### config.mk
export PLATFORM = sky130hd
export DESIGN_NAME = alu_mul_seq
export DESIGN_NICKNAME = d
export VERILOG_FILES = /design/src/rtl/alu_mul_seq_pkg.sv /design/src/rtl/alu_mul_seq.sv
export SDC_FILE = /design/constraint.sdc
export NUM_CORES = 1
export LEC_CHECK = 0
export BUFFER_PORTS_ARGS = -buffer_cell sky130_fd_sc_hd__buf_2
export CORE_MARGIN = 2
export CORE_UTILIZATION = 30
export CTS_BUF_LIST = sky130_fd_sc_hd__clkbuf_16
export CTS_CLUSTER_DIAMETER = 150
export DETAILED_ROUTE_END_ITERATION = 12
export GPL_ROUTABILITY_DRIVEN = 0
export PLACE_DENSITY = 0.67
export SLEW_MARGIN = 20
export SYNTH_ARGS = -nofsm -noshare
export SYNTH_HDL_FRONTEND = slang
export SYNTH_SLANG_ARGS = --single-unit
### constraint.sdc
create_clock -name clk -period 2 [get_ports clk]
set_input_delay 0.2 -clock clk [delete_from_list [all_inputs] [get_ports clk]]
set_output_delay 0.2 -clock clk [all_outputs]
set_load 0.05 [all_outputs]
### src/rtl/alu_mul_seq_pkg.sv
// Shared constants for the sequential multiplier: ALU op selects, shift control
// and the controller state encoding.
package alu_mul_seq_pkg;

  localparam logic [2:0] ALU_AND   = 3'b000;
  localparam logic [2:0] ALU_OR    = 3'b001;
  localparam logic [2:0] ALU_ADD   = 3'b010;
  localparam logic [2:0] ALU_XOR   = 3'b011;
  localparam logic [2:0] ALU_SLTU  = 3'b100;
  localparam logic [2:0] ALU_PASSB = 3'b101;
  localparam logic [2:0] ALU_SUB   = 3'b110;
  localparam logic [2:0] ALU_SLT   = 3'b111;

  localparam logic [6:0] SLL_NONE  = 7'b0011111;

  typedef enum logic [1:0] {
    S_IDLE = 2'd0,
    S_CALC = 2'd1,
    S_DONE = 2'd2
  } state_e;

endpackage

### src/rtl/alu_mul_seq.sv
// Multi-cycle unsigned shift-add multiplier that borrows the ALU adder, one
// partial product per cycle, with valid/ready request and response ports.
module alu_mul_seq
  import alu_mul_seq_pkg::*;
#(
  parameter int unsigned DATA_WIDTH = 32,
  parameter int unsigned CNT_W      = 6
) (
  input  logic                    clk,
  input  logic                    resetn,
  input  logic                    flush,
  input  logic                    req_valid,
  output logic                    req_ready,
  input  logic [DATA_WIDTH-1:0]   req_a,
  input  logic [DATA_WIDTH-1:0]   req_b,
  output logic                    resp_valid,
  input  logic                    resp_ready,
  output logic [2*DATA_WIDTH-1:0] resp_prod,
  output logic                    busy,
  output logic [DATA_WIDTH-1:0]   alu_A,
  output logic [DATA_WIDTH-1:0]   alu_B,
  output logic [2:0]              alu_ALUcontrol,
  output logic [6:0]              alu_sll,
  input  logic [DATA_WIDTH-1:0]   alu_Result,
  input  logic                    alu_CarryOut
);

  localparam logic [CNT_W-1:0] LastIter = CNT_W'(DATA_WIDTH - 1);

  state_e                state_q, state_d;
  logic [DATA_WIDTH-1:0] mcand_q, mcand_d;
  logic [DATA_WIDTH-1:0] hi_q, hi_d;
  logic [DATA_WIDTH-1:0] lo_q, lo_d;
  logic [CNT_W-1:0]      cnt_q, cnt_d;

  always_ff @(posedge clk or negedge resetn) begin
    if (!resetn) begin
      state_q <= S_IDLE;
      mcand_q <= '0;
      hi_q    <= '0;
      lo_q    <= '0;
      cnt_q   <= '0;
    end else begin
      state_q <= state_d;
      mcand_q <= mcand_d;
      hi_q    <= hi_d;
      lo_q    <= lo_d;
      cnt_q   <= cnt_d;
    end
  end

  always_comb begin
    state_d = state_q;
    mcand_d = mcand_q;
    hi_d    = hi_q;
    lo_d    = lo_q;
    cnt_d   = cnt_q;
    if (flush) begin
      state_d = S_IDLE;
    end else begin
      unique case (state_q)
        S_IDLE: begin
          if (req_valid) begin
            mcand_d = req_a;
            hi_d    = '0;
            lo_d    = req_b;
            cnt_d   = '0;
            // A zero operand makes the product zero; skip the iterations.
            if (req_a == '0 || req_b == '0) begin
              lo_d    = '0;
              state_d = S_DONE;
            end else begin
              state_d = S_CALC;
            end
          end
        end
        S_CALC: begin
          // {CarryOut, Result, lo} shifted right by one becomes the new {hi, lo}.
          hi_d  = {alu_CarryOut, alu_Result[DATA_WIDTH-1:1]};
          lo_d  = {alu_Result[0], lo_q[DATA_WIDTH-1:1]};
          cnt_d = cnt_q + 1'b1;
          if (cnt_q == LastIter) begin
            state_d = S_DONE;
          end
        end
        S_DONE: begin
          if (resp_ready) begin
            state_d = S_IDLE;
          end
        end
        default: state_d = S_IDLE;
      endcase
    end
  end

  always_comb begin
    alu_A          = '0;
    alu_B          = '0;
    alu_ALUcontrol = ALU_AND;
    alu_sll        = SLL_NONE;
    if (state_q == S_CALC) begin
      alu_A          = hi_q;
      alu_B          = lo_q[0] ? mcand_q : '0;
      alu_ALUcontrol = ALU_ADD;
    end
  end

  assign req_ready  = (state_q == S_IDLE);
  assign busy       = (state_q != S_IDLE);
  assign resp_valid = (state_q == S_DONE);
  assign resp_prod  = {hi_q, lo_q};

endmodule

==> results.md <==
- Status: finished, final reports clean
- P&R area growth vs syn: 34.72%
- First-pass GRT wire length: 23030 µm
- Dpl hpwl: 10100 µm
- Vias: 4619
- WL/cell: 15.77 µm
- Max-slew headroom at the worst pin: 0.5779
- 1st-pass router iterations: 5
- Setup Fix Bufs, Post-CTS: 0
- Async S/R FF share, synth: 1.000
- VDD IR max: 0.0004206 V
- Area after DPL: 0.006505 mm²
- Ranking of synthesized cells by area: dfrtp_1 51%, mux2_2 7.1%, and4_1 5.5%
- # H-tree levels: 3
- IO Count: 243
- Fillers: 1651
- Fin crit share: 0.9658
- Main synth FF type: dfrtp_1
- Final #Nets: 805
- Routed wl met2: 7191 µm
- Synth warnings: 0
- Syn Area/Cell: 10.43 µm²
- Leakage Power: 3.527 nW
- Setup CP Type: register to output pin
- Sequential share of the synthesized area: 0.5101
- Max-slew violation count: 0
- ANT cells: 0
- DP Worst Slack: 0.2956 ns
- Share of cells above drive strength 1: 0.4257
- Met1 wire length: 6341 µm
- Finished Cell Area: 0.006874 mm²
- Synth area leader: dfrtp_1
- Met3 WL: 843 µm
- Sw frac: 0.4125
- Port bufs: 233
- Die area: 0.01807 mm²
- Site Rows: 47
- Largest net degree at the start of global routing: 67
- Clk slew on worst S/H paths: 0.08 ns
- Core footprint: 0.01658 mm²
- Synth cell types: 34
- CTS tree: done
- Clock tree root driver cell: clkbuf_16
- PD cells: 1031 mW/mm²
- Worst skew pair latency: 0.35 ns
- Remaining DRCs: 0
- Largest fanout on the critical path: 60
- Fin Setup TNS: 0 ns
- Worst Path Arrival: 1.73 ns
- ANT nets after route: 0
- CTS Buffer Depth: 2
- Dpl cells: 910
- EDFF count, synth: 0
- Die Height: 134.4 µm
- Flop pwr share: 0.386
- Startpoint types: register
- Grt total ovfl: 0
- GRT Overall Usage: 0.1594
- Fin crit period: 1.932 ns
- Post-Syn Area: 0.005102 mm²
- DR top layer: met4
- Comb pwr share: 0.354
- #FFs+latches synth: 104
- Worst hold slack: 0.06476 ns
- Post-Syn Instances: 489
- Worst Skew: 0.005582 ns
- Inserted Clock Buffers: 9
- Hold Crit Class: input pin to register
- Initial antenna violation count: 0
- DR iter-0 viols: 216
- Initial cell density of the core: 0.3077
- Final Setup Violations: 0
- CTS sink count: 104
- Yosys top cell area share: 0.5101
- Net Sw Power: 0.002925 W
- CP Capture Type: output pin
- Fin cells: 927
- Hold Fails Final Rpt: 0
- DR vias/cell: 4.983
- Worst-Margin Slew: 0.6316 ns
- WP data required: 1.80 ns
- Die width: 134.4 µm
- Cell-internal power: 0.004165 W
- Setup WS post-layout: 0.06846 ns
- Total wire length: 14620 µm
- Vias in the first global route: 4409
- Max Cap Viol: 0
- Clock Power Share: 0.260
- Highest Clock Rate: 517.7 MHz
-- cells in the mapped netlist (2+ instances only) --
master    number
o21ai_1        7
nand2_1       17
nor3_1         3
nand3_1       41
o21ai_0       26
and4_1        32
inv_1          3
a21oi_1       33
nand4_1        4
a22o_1        27
and2_1        32
and3_1        32
clkbuf_1      16
mux2_2        32
nor4_1        17
conb_1         2
or2_1          2
clkbuf_2       5
buf_4         17
buf_2         15
xnor2_1        3
dfrtp_1      104
nor2_1         8
-- state kept, by name, indices dropped and copies added, names as in the netlist --
signal and flops:
cnt_q 6, hi_q 32, lo_q 32, mcand_q 32, state_q 2
-- power by group through the flow --
stage                     logic [W]  clock network (W)  registers [W]
after floorplan             0.00103                  0        0.00353
after global placement      0.00249                  0        0.00277
after detailed placement    0.00251                  0        0.00277
after CTS                   0.00251            0.00190        0.00274
after global routing        0.00266            0.00198        0.00279
final                       0.00251            0.00184        0.00274
-- per-stage QoR --
stage | total power, W | utilization
detailed placement | 0.005280 | 0.3923
finish | 0.007089 | 0.4145
CTS | 0.007153 | 0.4112
global placement | 0.005260 | 0.3920
floorplan | 0.004556 | -
global route | 0.007440 | 0.4145
-- critical path, stage by stage, from the launching register on --
cell and delay, ns:
dfrtp_1 0.37, nand2b_1 0.21, inv_2 0.13, buf_12 0.23
and2_1 0.15, buf_2 0.25
-- worst paths after layout --
path                                              from                    to  slack (ns)  depth (start not counted)
worst min register to register    hi_q[27]$_DFFE_PN0P_  hi_q[27]$_DFFE_PN0P_        0.49                          2
worst max-delay path            state_q[1]$_DFFE_PN0P_             alu_A[16]        0.07                          5
worst max register to register  state_q[0]$_DFFE_PN0P_  lo_q[18]$_DFFE_PN0P_        0.35                          6
max in group asynchronous                       resetn   hi_q[9]$_DFFE_PN0P_        1.30                          3
min in group asynchronous                       resetn  lo_q[10]$_DFFE_PN0P_        0.19                          2
worst min-delay path                     alu_Result[6]   hi_q[5]$_DFFE_PN0P_        0.06                          2
-- cells in the final DEF, fill, tap and decap left out, types with 2 or more instances in the layout --
cell type  netlist  routed
and2_1          32      32
o21ai_1          7       7
buf_4           17       8
and3_1          32      32
o21ai_0         26      26
clkbuf_4         0      22
xnor2_1          3       3
nor2_1           8       7
dfrtp_1        104     104
and4_1          32      32
mux2_2          32      32
a21oi_1         33      33
nand4_1          4       4
inv_6            0       2
nor4_1          17      17
nor3_1           3       3
buf_12           0       8
conb_1           2       9
a22o_1          27      27
or2_1            2       2
clkbuf_16        0       9
nand3_1         41      41
buf_2           15     210
nand2_1         17      16
inv_1            3       2
-- kinds of logic (layout without fill, tap and decap cells) --
family	Yosys count	count (layout)	share of synthesized area
AO/OA/AOI/OAI	96	96	0.1165
buffers and inverters	57	268	0.06081
XOR/XNOR	4	4	0.006867
flip-flops	104	104	0.5101
AND/OR/NAND/NOR	193	193	0.2312
multiplexers	32	32	0.07062
adder cells (fa/ha/maj)	1	1	0.002452
other	2	9	0.001472
-- cell type report --
class	instances	area (µm²)	share of cell area
Tap cell	220	275.3	0.04004
Timing Repair Buffer	249	1446	0.2104
Multi-Input combinational cell	335	2235	0.3251
Inverter	3	11.26	0.001638
Sequential cell	104	2603	0.3786
Clock inverter	7	78.83	0.01147
Clock buffer	9	225.2	0.03276
-- routing by layer --
metal  track usage  vias up
met2        0.2693      176
met3       0.03137       19
met1        0.2025     2218
met5             0        -
li1              -     2206
met4       0.05906        0
-- timing repair --
item | 4_1_cts | 5_1_grt
resized for setup | 0 | 22
endpoints found under the setup margin | 0 | 22
endpoints found under the hold margin | 104 | 0
hold buffers | 1 | 0
Note: power is estimated with default switching activity, not from simulation.
